### src/rtl/dmem_arbiter.sv
// dmem_arbiter: shares one data-memory port between the MEM stage and a debug port, with a starvation bound.
// Defining DMEM_ARB_STATS_EN adds the stall_cnt counter; otherwise stall_cnt is tied to 0.
module dmem_arbiter #(
  parameter int unsigned STARVE_MAX = 4
) (
  input  logic        clock,
  input  logic        resetn,
  input  logic        cpu_req,
  input  logic        cpu_we,
  input  logic [31:0] cpu_addr,
  input  logic [31:0] cpu_wdata,
  output logic [31:0] cpu_rdata,
  output logic        cpu_stall,
  input  logic        dbg_req,
  input  logic        dbg_we,
  input  logic [31:0] dbg_addr,
  input  logic [31:0] dbg_wdata,
  output logic        dbg_ack,
  output logic [31:0] dbg_rdata,
  output logic        mem_we,
  output logic [31:0] mem_addr,
  output logic [31:0] mem_wdata,
  input  logic [31:0] mem_rdata,
  output logic [15:0] stall_cnt
);
  typedef enum logic {ARB, DBG_WAIT} state_t;
  state_t state, state_nx;
  logic [3:0] wait_cnt, wait_nx;
  logic dbg_sel, denied;
  assign cpu_rdata = mem_rdata;
  always_comb begin
    // reset cycles never grant debug, so no ack or stall can leak out of reset
    dbg_sel = resetn && state == ARB && dbg_req && (!cpu_req || wait_cnt == 4'(STARVE_MAX));
    denied = state == ARB && dbg_req && !dbg_sel;
    wait_nx = denied ? (wait_cnt < 4'(STARVE_MAX) ? wait_cnt + 4'd1 : wait_cnt) : '0;
    state_nx = state == ARB ? (dbg_sel ? DBG_WAIT : ARB) : (dbg_req ? DBG_WAIT : ARB);
    mem_addr = dbg_sel ? dbg_addr : cpu_addr;
    mem_wdata = dbg_sel ? dbg_wdata : cpu_wdata;
    mem_we = dbg_sel ? dbg_we : cpu_we & cpu_req;
    dbg_ack = dbg_sel;
    cpu_stall = dbg_sel & cpu_req;
  end
  always_ff @(posedge clock) begin
    if (!resetn) begin
      state <= ARB;
      wait_cnt <= '0;
      dbg_rdata <= '0;
    end else begin
      state <= state_nx;
      wait_cnt <= wait_nx;
      if (dbg_sel && !dbg_we) dbg_rdata <= mem_rdata;
    end
  end
`ifdef DMEM_ARB_STATS_EN
  logic [15:0] stall_q;
  always_ff @(posedge clock) begin
    if (!resetn) stall_q <= '0;
    else if (cpu_stall && stall_q != 16'hFFFF) stall_q <= stall_q + 16'd1;
  end
  assign stall_cnt = stall_q;
`else
  assign stall_cnt = '0;
`endif
endmodule

### config.mk
export PLATFORM = sky130hd
export DESIGN_NAME = dmem_arbiter
export DESIGN_NICKNAME = d
export VERILOG_FILES = /design/src/rtl/dmem_arbiter.sv
export SDC_FILE = /design/constraint.sdc
export NUM_CORES = 1
export LEC_CHECK = 0
export CAP_MARGIN = 20
export CORE_AREA = 2 2 122 124
export CTS_CLUSTER_SIZE = 12
export DETAILED_ROUTE_END_ITERATION = 6
export DIE_AREA = 0 0 124 126
export PLACE_DENSITY = 0.58
export SYNTH_ARGS = -nofsm -noshare
export SYNTH_HDL_FRONTEND = slang
export SYNTH_SLANG_ARGS = --single-unit
### constraint.sdc
create_clock -name clock -period 3.3 [get_ports clock]
set_input_delay 0.825 -clock clock [delete_from_list [all_inputs] [get_ports clock]]
set_output_delay 0.825 -clock clock [all_outputs]
set_load 0.03 [all_outputs]
==> impl_metrics.json <==
{
  "arrival_ps": 2360,
  "post-route-period-util_pct": 96.6,
  "place.port_buffers": 296,
  "p_leak_nw": 2.87,
  "crit_top_cell": "buf_12",
  "dieArea_um2": 15600,
  "synthTopCellsByCount": "buf_4 (54), mux2_4 (38), dfxtp_1 (37), inv_1 (37), nand2_1 (34)",
  "dr_total_vias": 2995,
  "async_reset_ff_share_pct": 0,
  "post-route-util_pct": 43.9,
  "area_growth_pct": 119,
  "avgSynthCellArea_um2": 10.0,
  "rsz0062_at_grt": "false",
  "clock_sinks": 37,
  "final_cells": 756,
  "synthMostInstantiatedCell": "buf_4",
  "dpl_cell_area_um2": 5740,
  "wirelength_mm": 12.6,
  "slowest_delay_ps": 320,
  "synth_top_area_cell": "dfxtp_1",
  "yosys_warnings": 0,
  "io_pins": 313,
  "dp.cells": 728,
  "grt_pass1_wl_mm": 18.1,
  "hold_buffers": 0,
  "nets": 739,
  "cts_root_buffer": "clkbuf_16",
  "dpl.hpwl_mm": 9.82,
  "drv_slew": 0,
  "critical_path_buf_inv_count": 7,
  "outcome": "complete, no violations",
  "post-place-ws_ps": -526,
  "dr.pass1.iters": 2,
  "synth_top_flop_cell": "dfxtp_1",
  "max_cap_viol_count": 0,
  "layout-drive-gt1-share_pct": 30.2,
  "cts_tree": "yes",
  "die_x_um": 124,
  "crit_fanout": 6,
  "clkTransAtPathRegs_ps": 60,
  "insertion_delay_ps": 280,
  "vias_per_cell": 3.96,
  "drc_errors": 0,
  "worstPathCellList": "clkbuf_2 -> and3b_4 -> a21boi_4 -> buf_6 -> buf_12 -> buf_12 -> buf_16 -> buf_8 -> mux2_4 -> buf_12",
  "synth.top_cell.area_share_pct": 25.9,
  "core_um2": 14300,
  "place.gp.congestion": 0.849,
  "fp.dieH_um": 126,
  "hold_viol_final": 0,
  "grt_overflow": 0,
  "syn-instance-count": 286,
  "yosysUniqueCellTypes": 24,
  "setup_slack_ps": 111,
  "yosysSeqAreaShare_pct": 25.9,
  "period_needed_ps": 3190,
  "grt_pass1_vias": 3179,
  "drt_iter0_markers": 45,
  "synth_seq_cells": 37,
  "max_freq_ghz": 0.314,
  "final_cell_area_um2": 6280,
  "initial_core_util_pct": 20.0,
  "path_class": "input pin to output port",
  "power.density_nw_per_um2": 286,
  "cts_max_path_buffers": 2,
  "synth-edff-count": 0,
  "wire_per_inst_um": 16.7,
  "cp_top_family": "buffers and inverters",
  "rows": 44,
  "ys_top_cells_by_area": "dfxtp_1 (26%), mux2_4 (20%), buf_4 (14%)",
  "cts_made_buffers": 5,
  "netlist_area_um2": 2860,
  "skew_ps": 8.17,
  "hold_path_class": "flip-flop to flip-flop",
  "ant_nets": 0,
  "tns_ps": 0,
  "vdd_drop_max_uv": 202,
  "cp-end-kind": "output port",
  "grt_max_degree": 34,
  "worstPathRequired_ps": 2470,
  "nFillCells": 1358,
  "grt_use_total_pct": 15.1,
  "cpMaxStageDelayCell": "mux2_4",
  "htreeDepth": 2,
  "grt_antenna_before_repair": 1,
  "setup_violations": 0,
  "critPathLaunchType": "input pin",
  "diodes": 0
}
-- worst min-delay path, delay by kind of cell, from the launching register on --
family | cells | cell delay (ps)
and+or+nand+nor | 1 | 50
muxes | 1 | 50
DFF | 1 | 300
-- flip-flops by register name, indices dropped and copies added (netlist names) --
signal     flops
dbg_rdata     32
state          1
wait_cnt       4
-- per-layer routing --
| metal | routed length [µm] | part of all wire [%] | GRT usage (%) | up-vias |
|---|---|---|---|---|
| li1 | - | - | - | 1440 |
| met1 | 4490 | 36 | 16.2 | 1361 |
| met2 | 6380 | 51 | 27.7 | 171 |
| met3 | 1420 | 11 | 4.94 | 21 |
| met4 | 310 | 2.5 | 4.69 | 2 |
| met5 | 16 | 0.13 | 0 | - |
-- cell usage in the layout, fill, tap and decap left out --
master	netlist	final
a21boi_4	1	1
a21oi_1	2	2
and3_1	2	2
and3b_1	1	1
and3b_4	1	1
buf_12	4	19
buf_16	0	5
buf_2	0	11
buf_4	54	27
buf_6	1	11
buf_8	0	2
bufbuf_16	0	1
clkbuf_16	0	5
clkbuf_2	0	2
clkbuf_8	0	2
clkdlybuf4s15_2	0	20
clkdlybuf4s50_1	0	226
conb_1	1	16
dfxtp_1	37	37
dlygate4sd2_1	0	1
ha_1	2	2
inv_1	37	37
inv_6	0	1
mux2_2	26	26
mux2_4	38	38
mux2i_1	33	33
nand2_1	34	34
nand3_1	1	1
nand3b_1	1	1
nor2_1	3	3
o211ai_4	0	1
o21ai_0	1	1
o311a_1	1	1
xnor2_1	1	1
-- stage by stage --
step           power [mW]  hold slack, ps
2_1_floorplan       0.883             470
3_3_place_gp         1.26             445
3_5_place_dp         1.26             451
4_1_cts              1.83             460
5_1_grt              1.87             477
6_report             1.80             455
-- layout make-up --
class | instances | area (µm²) | area share [%]
inverter | 37 | 139 | 2.21
timing repair buffer | 325 | 3470 | 55.3
sequential | 37 | 741 | 11.8
clock inverter | 1 | 8.76 | 0.140
clock buffer | 7 | 153 | 2.43
tap | 184 | 230 | 3.67
multi-input combinational | 165 | 1540 | 24.5
-- report_power, final --
| part | switching, mW | internal, mW | total, mW |
|---|---|---|---|
| sequential | 0.00715 | 0.461 | 0.469 |
| combinational | 0.373 | 0.442 | 0.815 |
| clock | 0.189 | 0.324 | 0.513 |
| total | 0.569 | 1.23 | 1.80 |
-- final timing paths --
path | cells after the start | start | slack (ps) | endpoint
hold / removal | 2 | dbg_rdata[8]$_SDFFE_PN0P_ | 460 | dbg_rdata[8]$_SDFFE_PN0P_
setup reg to reg | 6 | wait_cnt[0]$_SDFFE_PN0N_ | 1600 | dbg_rdata[22]$_SDFFE_PN0P_
hold reg to reg | 2 | dbg_rdata[8]$_SDFFE_PN0P_ | 460 | dbg_rdata[8]$_SDFFE_PN0P_
setup / recovery | 10 | dbg_req | 110 | mem_addr[23]
-- kinds of logic (layout without fill, tap and decap cells) --
kind of cell / after synthesis / after routing / share of synthesized area (%)
multiplexers: 97 / 97 / 41.7
XOR/XNOR: 1 / 1 / 0.306
flip-flops: 37 / 37 / 25.9
AO/OA/AOI/OAI: 6 / 6 / 1.97
adder cells (fa/ha/maj): 2 / 2 / 0.875
AND/OR/NAND/NOR: 43 / 43 / 6.47
buffers and inverters: 99 / 370 / 22.6
other: 1 / 16 / 0.131
-- timing repair --
action	4_1_cts	5_1_grt
pin swaps	1	0
setup endpoints to repair	66	25
setup buffers	15	0
resized for setup	144	2
hold endpoints to repair	0	0
cloned	5	0
Power figures use the tool's default switching activity.
